File: src/rtl/gbt_frame_rx_decoder.sv
// gbt_frame_rx_decoder
// Receive-side decoder for the MCOI GBT payload link. It checks the header,
// sequence number and CRC-8 of each 80-bit frame, acquires frame lock with a
// HUNT/LOCKING/LOCKED state machine, and delivers 56-bit payloads with a valid
// strobe. It also keeps saturating counters of bad frames and of sequence
// errors.
//
// Frame layout: [79:72] header, [71:64] seq, [63:8] payload, [7:0] CRC-8
// (poly 0x07, init 0x00, MSB first over [79:8]).
//
// Optional build macro GBT_RX_LOST_FRAME_CNT_EN adds lost_frames_cnt_o. In
// LOCKED, each good frame with an unexpected sequence number adds the size of
// the sequence gap to this counter.
//
// State table:
//   state      | meaning
//   ST_HUNT    | searching for a good frame, no delivery
//   ST_LOCKING | counting consecutive in-sequence good frames, no delivery
//   ST_LOCKED  | delivering payloads, counting errors

module gbt_frame_rx_decoder #(
  parameter logic [7:0]  SYNC_HDR      = 8'hA5,
  parameter int unsigned LOCK_FRAMES   = 4,
  parameter int unsigned UNLOCK_ERRORS = 3,
  parameter int unsigned CNT_W         = 16
) (
  input  logic             clk_ik,
  input  logic             rst_inr,
  input  logic             rx_ready_i,
  input  logic             frame_en_i,
  input  logic [79:0]      data_i,
  output logic [55:0]      payload_o,
  output logic             payload_valid_o,
  output logic [7:0]       seq_o,
  output logic             locked_o,
  output logic [CNT_W-1:0] crc_err_cnt_o,
  output logic [CNT_W-1:0] seq_err_cnt_o,
`ifdef GBT_RX_LOST_FRAME_CNT_EN
  output logic [CNT_W-1:0] lost_frames_cnt_o,
`endif
  input  logic             cnt_clear_i
);

  typedef enum logic [1:0] {
    ST_HUNT    = 2'd0,
    ST_LOCKING = 2'd1,
    ST_LOCKED  = 2'd2
  } state_e;

  localparam logic [3:0]       LOCK_N   = 4'(LOCK_FRAMES);
  localparam logic [3:0]       UNLOCK_N = 4'(UNLOCK_ERRORS);
  localparam logic [CNT_W-1:0] CNT_MAX  = '1;

  // CRC-8, poly x^8+x^2+x+1, MSB first, init 0, no reflection or final xor
  function automatic logic [7:0] crc8(input logic [71:0] d);
    logic [7:0] c;
    logic       fb;
    c = 8'h00;
    for (int i = 71; i >= 0; i--) begin
      fb = c[7] ^ d[i];
      c  = {c[6:0], 1'b0};
      if (fb) c = c ^ 8'h07;
    end
    return c;
  endfunction

  // stage 1
  logic        s1_valid_q, s1_valid_d;
  logic [79:0] s1_data_q, s1_data_d;

  // FSM and tracking state
  state_e      state_q, state_d;
  logic [3:0]  good_cnt_q, good_cnt_d;
  logic [3:0]  bad_cnt_q, bad_cnt_d;
  logic [7:0]  exp_seq_q, exp_seq_d;

  // outputs
  logic [55:0]      payload_q, payload_d;
  logic [7:0]       seq_q, seq_d;
  logic             valid_q, valid_d;
  logic [CNT_W-1:0] crc_cnt_q, crc_cnt_d;
  logic [CNT_W-1:0] seq_cnt_q, seq_cnt_d;

  // stage 2 decode
  logic [7:0]  s1_hdr;
  logic [7:0]  s1_seq;
  logic [55:0] s1_payload;
  logic [7:0]  s1_crc;
  logic        frame_good;
  logic        deliver;
  logic        crc_inc;
  logic        seq_mis;
  logic [3:0]  good_inc;
  logic [3:0]  bad_inc;

  // A frame captured while the link is not ready is dropped at the door.
  always_comb begin
    s1_valid_d = frame_en_i & rx_ready_i;
    s1_data_d  = frame_en_i ? data_i : s1_data_q;
  end

  // Stage 1 register.
  always_ff @(posedge clk_ik or negedge rst_inr) begin
    if (!rst_inr) begin
      s1_valid_q <= 1'b0;
      s1_data_q  <= '0;
    end else begin
      s1_valid_q <= s1_valid_d;
      s1_data_q  <= s1_data_d;
    end
  end

  // Split the staged frame into its fields and judge header and CRC.
  always_comb begin
    s1_hdr     = s1_data_q[79:72];
    s1_seq     = s1_data_q[71:64];
    s1_payload = s1_data_q[63:8];
    s1_crc     = s1_data_q[7:0];
    frame_good = (s1_hdr == SYNC_HDR) && (crc8(s1_data_q[79:8]) == s1_crc);
    good_inc   = good_cnt_q + 4'd1;
    bad_inc    = bad_cnt_q + 4'd1;
  end

  // Acquisition FSM next state, plus the per-frame delivery/error events.
  always_comb begin
    state_d    = state_q;
    good_cnt_d = good_cnt_q;
    bad_cnt_d  = bad_cnt_q;
    exp_seq_d  = exp_seq_q;
    deliver    = 1'b0;
    crc_inc    = 1'b0;
    seq_mis    = 1'b0;
    if (!rx_ready_i) begin
      // Losing the link aborts acquisition and discards the in-flight frame.
      state_d    = ST_HUNT;
      good_cnt_d = 4'd0;
      bad_cnt_d  = 4'd0;
    end else if (s1_valid_q) begin
      case (state_q)
        ST_HUNT: begin
          if (frame_good) begin
            good_cnt_d = 4'd1;
            exp_seq_d  = s1_seq + 8'd1;
            if (LOCK_N <= 4'd1) begin
              state_d   = ST_LOCKED;
              bad_cnt_d = 4'd0;
            end else begin
              state_d = ST_LOCKING;
            end
          end
        end
        ST_LOCKING: begin
          if (frame_good) begin
            exp_seq_d = s1_seq + 8'd1;
            if (s1_seq == exp_seq_q) begin
              good_cnt_d = good_inc;
              if (good_inc >= LOCK_N) begin
                state_d   = ST_LOCKED;
                bad_cnt_d = 4'd0;
              end
            end else begin
              // Out-of-order good frame restarts the run from this frame.
              good_cnt_d = 4'd1;
            end
          end else begin
            state_d    = ST_HUNT;
            good_cnt_d = 4'd0;
          end
        end
        ST_LOCKED: begin
          if (frame_good) begin
            deliver   = 1'b1;
            seq_mis   = (s1_seq != exp_seq_q);
            bad_cnt_d = 4'd0;
            exp_seq_d = s1_seq + 8'd1;
          end else begin
            crc_inc   = 1'b1;
            bad_cnt_d = bad_inc;
            if (bad_inc >= UNLOCK_N) begin
              state_d    = ST_HUNT;
              good_cnt_d = 4'd0;
              bad_cnt_d  = 4'd0;
            end
          end
        end
        default: begin
          state_d    = ST_HUNT;
          good_cnt_d = 4'd0;
          bad_cnt_d  = 4'd0;
        end
      endcase
    end
  end

  // FSM state register.
  always_ff @(posedge clk_ik or negedge rst_inr) begin
    if (!rst_inr) begin
      state_q    <= ST_HUNT;
      good_cnt_q <= 4'd0;
      bad_cnt_q  <= 4'd0;
      exp_seq_q  <= 8'd0;
    end else begin
      state_q    <= state_d;
      good_cnt_q <= good_cnt_d;
      bad_cnt_q  <= bad_cnt_d;
      exp_seq_q  <= exp_seq_d;
    end
  end

  // Delivered payload/seq hold between strobes; counters saturate, clear wins.
  always_comb begin
    valid_d   = deliver;
    payload_d = deliver ? s1_payload : payload_q;
    seq_d     = deliver ? s1_seq : seq_q;
    crc_cnt_d = crc_cnt_q;
    seq_cnt_d = seq_cnt_q;
    if (cnt_clear_i) begin
      crc_cnt_d = '0;
      seq_cnt_d = '0;
    end else begin
      if (crc_inc && (crc_cnt_q != CNT_MAX)) crc_cnt_d = crc_cnt_q + CNT_W'(1);
      if (seq_mis && (seq_cnt_q != CNT_MAX)) seq_cnt_d = seq_cnt_q + CNT_W'(1);
    end
  end

  // Output and counter registers.
  always_ff @(posedge clk_ik or negedge rst_inr) begin
    if (!rst_inr) begin
      valid_q   <= 1'b0;
      payload_q <= '0;
      seq_q     <= 8'd0;
      crc_cnt_q <= '0;
      seq_cnt_q <= '0;
    end else begin
      valid_q   <= valid_d;
      payload_q <= payload_d;
      seq_q     <= seq_d;
      crc_cnt_q <= crc_cnt_d;
      seq_cnt_q <= seq_cnt_d;
    end
  end

`ifdef GBT_RX_LOST_FRAME_CNT_EN
  // Sum is wide enough for the counter plus an 8-bit gap without overflow.
  localparam int unsigned SUM_W = ((CNT_W > 8) ? CNT_W : 8) + 1;

  logic [7:0]       seq_gap;
  logic [SUM_W-1:0] lost_sum;
  logic [CNT_W-1:0] lost_cnt_q, lost_cnt_d;

  // Accumulate the number of frames skipped by a sequence jump, saturating.
  always_comb begin
    seq_gap    = s1_seq - exp_seq_q;
    lost_sum   = SUM_W'(lost_cnt_q) + SUM_W'(seq_gap);
    lost_cnt_d = lost_cnt_q;
    if (cnt_clear_i) begin
      lost_cnt_d = '0;
    end else if (seq_mis) begin
      lost_cnt_d = (lost_sum > SUM_W'(CNT_MAX)) ? CNT_MAX : CNT_W'(lost_sum);
    end
  end

  // Lost-frame counter register.
  always_ff @(posedge clk_ik or negedge rst_inr) begin
    if (!rst_inr) lost_cnt_q <= '0;
    else          lost_cnt_q <= lost_cnt_d;
  end

  assign lost_frames_cnt_o = lost_cnt_q;
`endif

  assign payload_o       = payload_q;
  assign payload_valid_o = valid_q;
  assign seq_o           = seq_q;
  assign locked_o        = (state_q == ST_LOCKED);
  assign crc_err_cnt_o   = crc_cnt_q;
  assign seq_err_cnt_o   = seq_cnt_q;

endmodule
File: config.mk
export PLATFORM = sky130hd
export DESIGN_NAME = gbt_frame_rx_decoder
export DESIGN_NICKNAME = d
export VERILOG_FILES = /design/src/rtl/gbt_frame_rx_decoder.sv
export SDC_FILE = /design/constraint.sdc
export NUM_CORES = 1
export LEC_CHECK = 0
export CAP_MARGIN = 40
export CELL_PAD_IN_SITES_DETAIL_PLACEMENT = 1
export CELL_PAD_IN_SITES_GLOBAL_PLACEMENT = 2
export CORE_ASPECT_RATIO = 1.75
export CORE_MARGIN = 4
export CORE_UTILIZATION = 35
export CTS_CLUSTER_DIAMETER = 200
export CTS_CLUSTER_SIZE = 25
export DETAILED_ROUTE_END_ITERATION = 6
export PLACE_DENSITY_LB_ADDON = 0.12
export SKIP_CTS_REPAIR_TIMING = 1
export SLEW_MARGIN = 0
export SYNTH_ARGS = -nofsm -noshare
export SYNTH_HDL_FRONTEND = slang
export SYNTH_SLANG_ARGS = --single-unit
File: constraint.sdc
create_clock -name clk_ik -period 8.94 [get_ports clk_ik]
set_input_delay 1.341 -clock clk_ik [delete_from_list [all_inputs] [get_ports clk_ik]]
set_output_delay 1.341 -clock clk_ik [all_outputs]
set_load 0.01 [all_outputs]
==> summary.md <==
| Metric | Value |
|---|---|
| Number of buffers created by CTS | 17 |
| Most frequent CP cell | xor2_1 |
| Avg Cell Area, Syn | 12.6 sq um |
| Min-Delay Path Class | register to register |
| Final Instance Area | 0.0139 sq mm |
| WP data arrival | 6790 ps |
| Root buffer cell | clkbuf_16 |
| Via density | 5.02 |
| Hold EP | payload_o[52] |
| Sequential area share after synthesis | 0.444 |
| Biggest area consumer among synthesized cells | dfrtp_1 |
| Reg2Reg Capture Point | seq_err_cnt_o[13] |
| Clock Tree Buf Depth | 2 |
| Worst slew margin | 0.462 |
| First-pass GRT wire length | 46600 um |
| Synth top area share | 0.444 |
| Critical R2R Launch | s1_data_q[79] |
| Total die area | 0.0346 sq mm |
| Worst Path Buf+Inv | 0 |
| Final wirelength | 29400 um |
| Fin. Hold Viols | 0 |
| Mapped cell area | 0.0111 sq mm |
| Setup TNS | 0 ps |
| CP Launch Type | register |
| I/O pin count | 183 |
| Initial antenna violation count | 0 |
| CTS sink count | 196 |
| Req. time, crit path | 9290 ps |
| DRT Pass-1 Iters | 4 |
| F_max | 155 MHz |
| Clock Latency Late Sink | 460 ps |
| CTS tree | built |
| Core ar. | 0.0309 sq mm |
| H-tree depth | 4 |
| DR WL/cell | 20.4 um |
| HPWL Detailed | 22200 um |
| Via count | 7243 |
| Syn nets | 970 |
| Critical path class | register to register |
| DP Area | 0.0133 sq mm |
| Worst r2r path cells | 14 |
| Pre-CTS WS | 2480 ps |
| Synthesis-to-finish area growth | 25.5% |
| Slack of the critical path | 2500 ps |
| Most frequent cells in the layout | dfrtp_1, clkdlybuf4s50_1, mux2_2 |
| Number of global-route vias before repair | 7940 |
| RSZ-0062 raised after global routing | false |
| Synth top area cells | dfrtp_1, mux2_2, xnor3_1, xnor2_1, xor2_1 |
| IO buf count | 182 |
| Total GRT Usage | 0.175 |
| RePlAce Congestion | 0.865 |
| Ys flop type | dfrtp_1 |
| NumNets Final | 1134 |
| CP max stage cell | a2111o_2 |
| Crit. End Element | register |
| Crit share post-route | 0.720 |
| DRT iter0 DRCs | 227 |
| Slowest cell delay on critical path | 800 ps |
| Post-synth EDFFs | 0 |
| Slew Limit Fails | 0 |
| Hold-critical path depth | 2 |
| # diodes | 0 |
| Fill count | 3246 |
| Worst hold start | payload_o[52] |
| Chip Height | 243 um |
| Synth Register Bits | 196 |
| Crit-path cells | ha_1, xnor2_1, xnor3_1, xor2_1, xnor3_1, xor2_1, xnor2_1, xor3_1, xor2_1, or4b_1, mux2_2, a2111o_2, nor4_1, mux2_2 |
| GRT overflow | 0 |
| Final std cells w/o fill | 1444 |
| Crit-path max FO | 39 |
| CP top delay family | XOR/XNOR gates |
| Site Rows | 85 |
| Final ANT Viol Nets | 0 |
| Largest net degree at the start of global routing | 82 |
| Max Cap Violations | 0 |
| Die width | 142 um |
| Layout cells sized above 1 | 0.207 |
| Flop2flop setup slack | 2500 ps |
| Drt drc | 0 |
| Clock skew | 12.0 ps |
| DP Cell Count | 1412 |
| Tmin final | 6440 ps |
| Cell count after synthesis | 876 |
| Synth async-reset ratio | 1.00 |
| Actual slew at the worst max-slew pin | 805 ps |
| Commonest non-fill, non-tap cell in the layout | dfrtp_1 |
| Setup violators final | 0 |
| Ys Warns | 0 |
| Worst-path clk slew | 80 ps |
| Post-synth cell types | 53 |
| Status | finished, final reports clean |
| Initial Util | 0.357 |
==> cell families after synthesis <==
logic type	after synthesis	share of synthesized area
buf+inv	73	0.0279
mux	167	0.170
xor+xnor	189	0.227
simple gates	184	0.0880
compound gates	58	0.0334
fa+ha+maj	9	0.0102
flops	196	0.444
==> Yosys cell counts (4+ instances only) <==
master      n
dfrtp_1   196
and3_1     12
buf_2      13
nor2b_1    21
xnor2_1    99
a21oi_1    15
or4_1       9
nor4_1     16
xor3_1      5
xor2_1     28
o31ai_1    10
nand2_1    37
ha_1        9
inv_1      25
clkbuf_1   31
and2_1      8
mux2_2    163
nand4_1     8
o21ai_0    16
mux2i_1     4
nor3_1      9
xnor3_1    50
nand3_1    19
nor2_1     32
==> how the worst max path moves through the flow <==
| stage | cells after the start | endpoint | from | slack (ps) |
|---|---|---|---|---|
| 2_1_floorplan | 16 | seq_err_cnt_o[11] | s1_data_q[74] | 3380 |
| 6_report | 14 | seq_err_cnt_o[13] | s1_data_q[79] | 2500 |
| 3_5_place_dp | 13 | seq_err_cnt_o[13] | s1_data_q[64] | 2480 |
| 5_1_grt | 14 | seq_err_cnt_o[5] | s1_data_q[79] | 2180 |
| 4_1_cts | 14 | seq_err_cnt_o[13] | s1_data_q[79] | 2460 |
| 3_3_place_gp | 13 | seq_err_cnt_o[13] | s1_data_q[65] | 2560 |
==> metal layers <==
layer,wire [um],global-route usage,vias to the layer above,share of wire
met3,925,0.0260,25,0.031
met1,11300,0.198,3718,0.39
met4,536,0.0565,0,0.018
met5,0,0,-,0
li1,-,-,3377,-
met2,16600,0.330,123,0.57
==> sequential cells by signal, summed over array words and instances (netlist names) <==
register         count
good_cnt_q           4
seq_o                8
payload_o           56
bad_cnt_q            4
crc_err_cnt_o       16
state_q              2
s1_data_q           80
payload_valid_o      1
seq_err_cnt_o       16
exp_seq_q            8
s1_valid_q           1
==> final cells by class <==
class                           count  area (sq um)  share of cell area
Sequential cell                   196          4900               0.354
Multi-Input combinational cell    607          5850               0.421
Clock buffer                       17           425              0.0307
Timing Repair Buffer              193          1920               0.139
Tap cell                          391           489              0.0353
Inverter                           25          93.8             0.00676
Clock inverter                     15           193              0.0139
==> stage by stage <==
| step | utilization | hold WS (ps) |
|---|---|---|
| final | 0.448 | 494 |
| after global routing | 0.448 | 520 |
| after CTS | 0.448 | 497 |
| after detailed placement | 0.428 | 479 |
| after global placement | 0.427 | 464 |
| after floorplan | - | 477 |
==> tightest hold or removal path, stage by stage (launching register included) <==
cell,delay [ps]
dfrtp_1,350
nand2_1,50
o21ai_0,60
Power is left out: the tool's default activity adds up to more than one toggle a clock period on the data nets, which glitch-free logic cannot reach.
==> RTL edit 1 (same settings) <==
The option `GBT_RX_LOST_FRAME_CNT_EN` is turned on by a define.
--- a/src/rtl/gbt_frame_rx_decoder.sv
+++ b/src/rtl/gbt_frame_rx_decoder.sv
@@ -18,4 +18,6 @@
 //   ST_LOCKING | counting consecutive in-sequence good frames, no delivery
 //   ST_LOCKED  | delivering payloads, counting errors
+
+`define GBT_RX_LOST_FRAME_CNT_EN
 
 module gbt_frame_rx_decoder #(
Formal check against the unedited RTL (old outputs only; new: lost_frames_cnt_o): same outputs for any inputs over 4 cycles, from zero or initial values and one cycle with rst_inr low; that may be too few to reach the edited logic, so the function may still have changed.
==> RTL edit 1 against the original RTL <==
Count of clock-buffer cells in the layout decreased by 4. Worst setup slack improved by 130 ps. Cell area increased by 9.4%. Routed wire length increased by 9.2%. Worst hold slack got worse by 3.9 ps. Sequential cell count increased by 16. Area after synthesis increased by 11%. Highest routed layer is now met5.
Power is left out: the tool's default activity adds up to more than one toggle a clock period on the data nets, which glitch-free logic cannot reach.
==> RTL edit 1: results (changes against the original RTL) <==
* Status: completed
* Vias per std cell at 4.90 (-2.4%)
* Area growth from synthesis to layout at 23.2%
* Initial antenna violation count at 1 (+1)
* Tot GR Track Use at 16.7% (-0.80 points)
* Crit path to: exp_seq_q[1]$_DFFE_PN0P_
* Synth Area in Compound Gates at 4.44% (+1.1 points)
* Layout filler cell count at 3720 (+15%)
* Critical path arrival at 6700 ps (-90 ps)
* Top cells by count, synth: dfrtp_1, mux2_2, xnor2_1, nor2_1, xor2_1
* Multi-input combinational cell area at 6730 µm² (+15%)
* CTS buffer count at 12 (-5)
* Syn_area_per_cell at 12.5 µm² (-1.2%)
* First-pass GRT wire length at 50600 µm (+8.5%)
* Routed WL at 32100 µm (+9.2%)
* Post-synth net total at 1099 (+13%)
* Final HPWL DP at 24700 µm (+11%)
* FF/Latch Area at 5310 µm² (+8.2%)
* Clock buf count at 13 (-4)
* Bufs w/o clock at 207 (+7.3%)
* Wirelength per Cell at 19.7 µm (-3.4%)
* CTS H-tree lvls at 1 (-3)
* Largest net degree at the start of global routing at 110 (+34%)
* Min Hold Slack at 491 ps (-3.89 ps)
* Port bufs at 198 (+8.8%)
* Met3 WL at 1030 µm (+11%)
* Clock tree cell share of total cell area at 2.25% (-2.2 points)
* M2 GR Usage at 32.5% (-0.57 points)
RTL edit 1: changes by cell type after synthesis, sizes merged, moves of 8 or more:
cell | unedited run | this run
dfrtp | 196 | 212
nor2 | 32 | 64
ha | 9 | 24
nor4 | 16 | 8
xnor2 | 102 | 110
nand3 | 19 | 29
mux2 | 163 | 141
nor2b | 21 | 3
a311oi | 1 | 11
clkbuf | 31 | 19
and3 | 12 | 26
xor2 | 28 | 66
inv | 25 | 33
o31ai | 10 | 1
RTL edit 1: critical path, stage by stage (launching register included):
cell and delay (ps):
dfrtp_1 450, ha_1 370, xnor3_1 430, xor2_2 330, xnor3_2 630, xnor2_2 220, xnor3_1 550, xor3_1 450
xor3_1 500, xnor2_1 200, and2_1 150, mux2i_1 200, nor3_2 590, nand4_1 640, mux2_2 480
==> RTL edit 2 (same flow settings) <==
Without the edit above. Register the output `crc_err_cnt_o` once more; this adds one clock of latency there. The other outputs are not delayed to match.
--- a/src/rtl/gbt_frame_rx_decoder.sv
+++ b/src/rtl/gbt_frame_rx_decoder.sv
@@ -274,5 +274,7 @@
   assign seq_o           = seq_q;
   assign locked_o        = (state_q == ST_LOCKED);
-  assign crc_err_cnt_o   = crc_cnt_q;
+  always_ff @(posedge clk_ik) begin
+    crc_err_cnt_o <= crc_cnt_q;
+  end
   assign seq_err_cnt_o   = seq_cnt_q;
 
Function: changed (Yosys sat finds a counterexample within 10 cycles, from zero or initial values and one cycle with rst_inr low).
==> RTL edit 2 against the original RTL <==
Cell count shrank 1.0%. Clock skew grew 17 ps. Synthesized cell count shrank 2.1%. Largest cell class unchanged. Sequential cell count grew 16. Routed wire length shrank 1.1%. Area after synthesis grew 3.2%. Core utilization shrank 1.4 points. Cell area grew 0.82%. Worst setup slack lost 150 ps.
Power is left out: the tool's default activity adds up to more than one toggle a clock period on the data nets, which glitch-free logic cannot reach.
==> RTL edit 2: results (changes against the original RTL) <==
* R2r endpoint: payload_o[30]$_DFFE_PN0P_
* Synth Area in Compound Gates at 3.25% (-0.092 points)
* Tot GR Track Use at 16.7% (-0.80 points)
* Clock Tree Buf Depth at 3 (+1)
* Met1 usage at 18.2% (-1.6 points)
* CP peak stage delay at 700 ps (-100 ps)
* Worst path slowest cell: a2111o_2
* Reg2reg path depth at 16 (+2)
* Worst-Skew Late Latency at 500 ps (+40 ps)
* Crit start category: register
* Crit path to: payload_o[30]$_DFFE_PN0P_
* Count of different cell masters after synthesis at 59 (+11%)
* M2 GR Usage at 33.2% (+0.19 points)
* Share of synthesized flip-flops with an asynchronous set or reset at 92.5% (-7.5 points)
* First-pass GRT wire length at 46200 µm (-1.0%)
* Final HPWL DP at 22500 µm (+1.2%)
* Routed via count at 7026 (-3.0%)
* Largest net degree at the start of global routing at 84 (+2.4%)
* Critical path arrival at 6950 ps (+160 ps)
* Port bufs at 182 (unchanged)
* Synth Area in XOR/XNOR at 26.0% (+3.3 points)
* Reg-to-reg startpoint: s1_data_q[76]$_DFFE_PN0P_
* Crit path max fanout at 34 (-13%)
* Mux contribution to synthesized area at 14.4% (-2.6 points)
* Top post-synthesis cells by area: dfrtp_1, mux2_2, xnor3_1
* Wirelength per Cell at 20.4 µm (about the same)
* Crit-path leading delay family: XOR/XNOR gates
* Number of global-route vias before repair at 7890 (-0.63%)
* Clk slew on worst S/H paths at 110 ps (+30 ps)
* Nets@finish at 1117 (-1.5%)
* Post-synth net total at 952 (-1.9%)
* Layout cells sized above 1 at 19.9% (-0.78 points)
* CTS H-tree lvls at 1 (-3)
* Met3 Usage GRT at 1.99% (-0.61 points)
* CTS buffer count at 12 (-5)
* Gpl congestion at 0.806 (-6.8%)
* Synth Warn # at 0 (unchanged)
* Seq/Total Area, Yosys at 45.8% (+1.4 points)
* Synth Area in Adders at 0.987% (-0.031 points)
* Hold WC Path Type: register to register
* Post-synth EDFFs at 0 (unchanged)
* HP Start: crc_cnt_q[11]$_DFFE_PN0P_
* Drt pass-1 iters at 4 (unchanged)
* Initial detailed-routing violation count at 155 (-32%)
* Fin Clk Skew at 29.1 ps (+17.1 ps)
* Top cells by count, synth: dfrtp_1, mux2_2, xnor2_1, xnor3_1, nor2_1
* R2R Setup Slk at 2350 ps (-150 ps)
* Worst Tran Pin Value at 767 ps (-37.4 ps)
* Status: completed
## RTL edit 2: cell count changes after synthesis, moves of 6 or more
cell / delta
nor3_1: -6
clkbuf_1: -10
inv_1: -14
nor2_1: +7
nor2b_1: -18
o21ai_0: -6
dfxtp_1: +16
mux2_2: -20
xnor2_1: +18
nand3_1: -7
a21oi_1: -6
xor2_1: +6
o31ai_1: -8
## RTL edit 2: logic make-up after synthesis
logic type                 count (synthesis)
xor gates and xnor gates                 226
muxes                                    146
and+or+nand+nor                          163
DFF                                      212
AOI/OAI and AO/OA                         51
adders and majority gates                  9
buffers and inverters                     51
## RTL edit 2: through the flow
stage	hold slack [ps]	worst slack (ps)	std cells	area, µm²
2_1_floorplan	379	3250	858	11400
3_3_place_gp	398	2320	1408	13600
3_5_place_dp	402	2320	1409	13600
4_1_cts	424	2250	1429	14000
5_1_grt	432	1960	1429	14000
6_report	420	2350	1429	14000
## RTL edit 2: metal layers
metal  vias to the layer above  routed length, µm
met5                         -                  0
met4                         0                581
met1                      3585              10800
met3                        23                891
met2                       119              16800
li1                       3299                  -
## RTL edit 2: final cells by class
class | count | area, µm²
fill | 3338 | 18200
multi-input combinational | 595 | 5950
sequential | 212 | 5230
timing repair buffer | 191 | 1900
tap | 400 | 500
clock buffer | 19 | 348
inverter | 11 | 41.3
clock inverter | 1 | 16.3
## RTL edit 2: worst min-delay path by stage
stage                                            to  slack (ps)  cells after the start
after floorplan           crc_err_cnt_o[11]$_DFF_P_         380                      0
after global placement     crc_err_cnt_o[9]$_DFF_P_         400                      0
after detailed placement  crc_err_cnt_o[11]$_DFF_P_         400                      0
after global routing      crc_err_cnt_o[11]$_DFF_P_         430                      0
final                     crc_err_cnt_o[11]$_DFF_P_         420                      0
after CTS                  crc_err_cnt_o[9]$_DFF_P_         420                      0
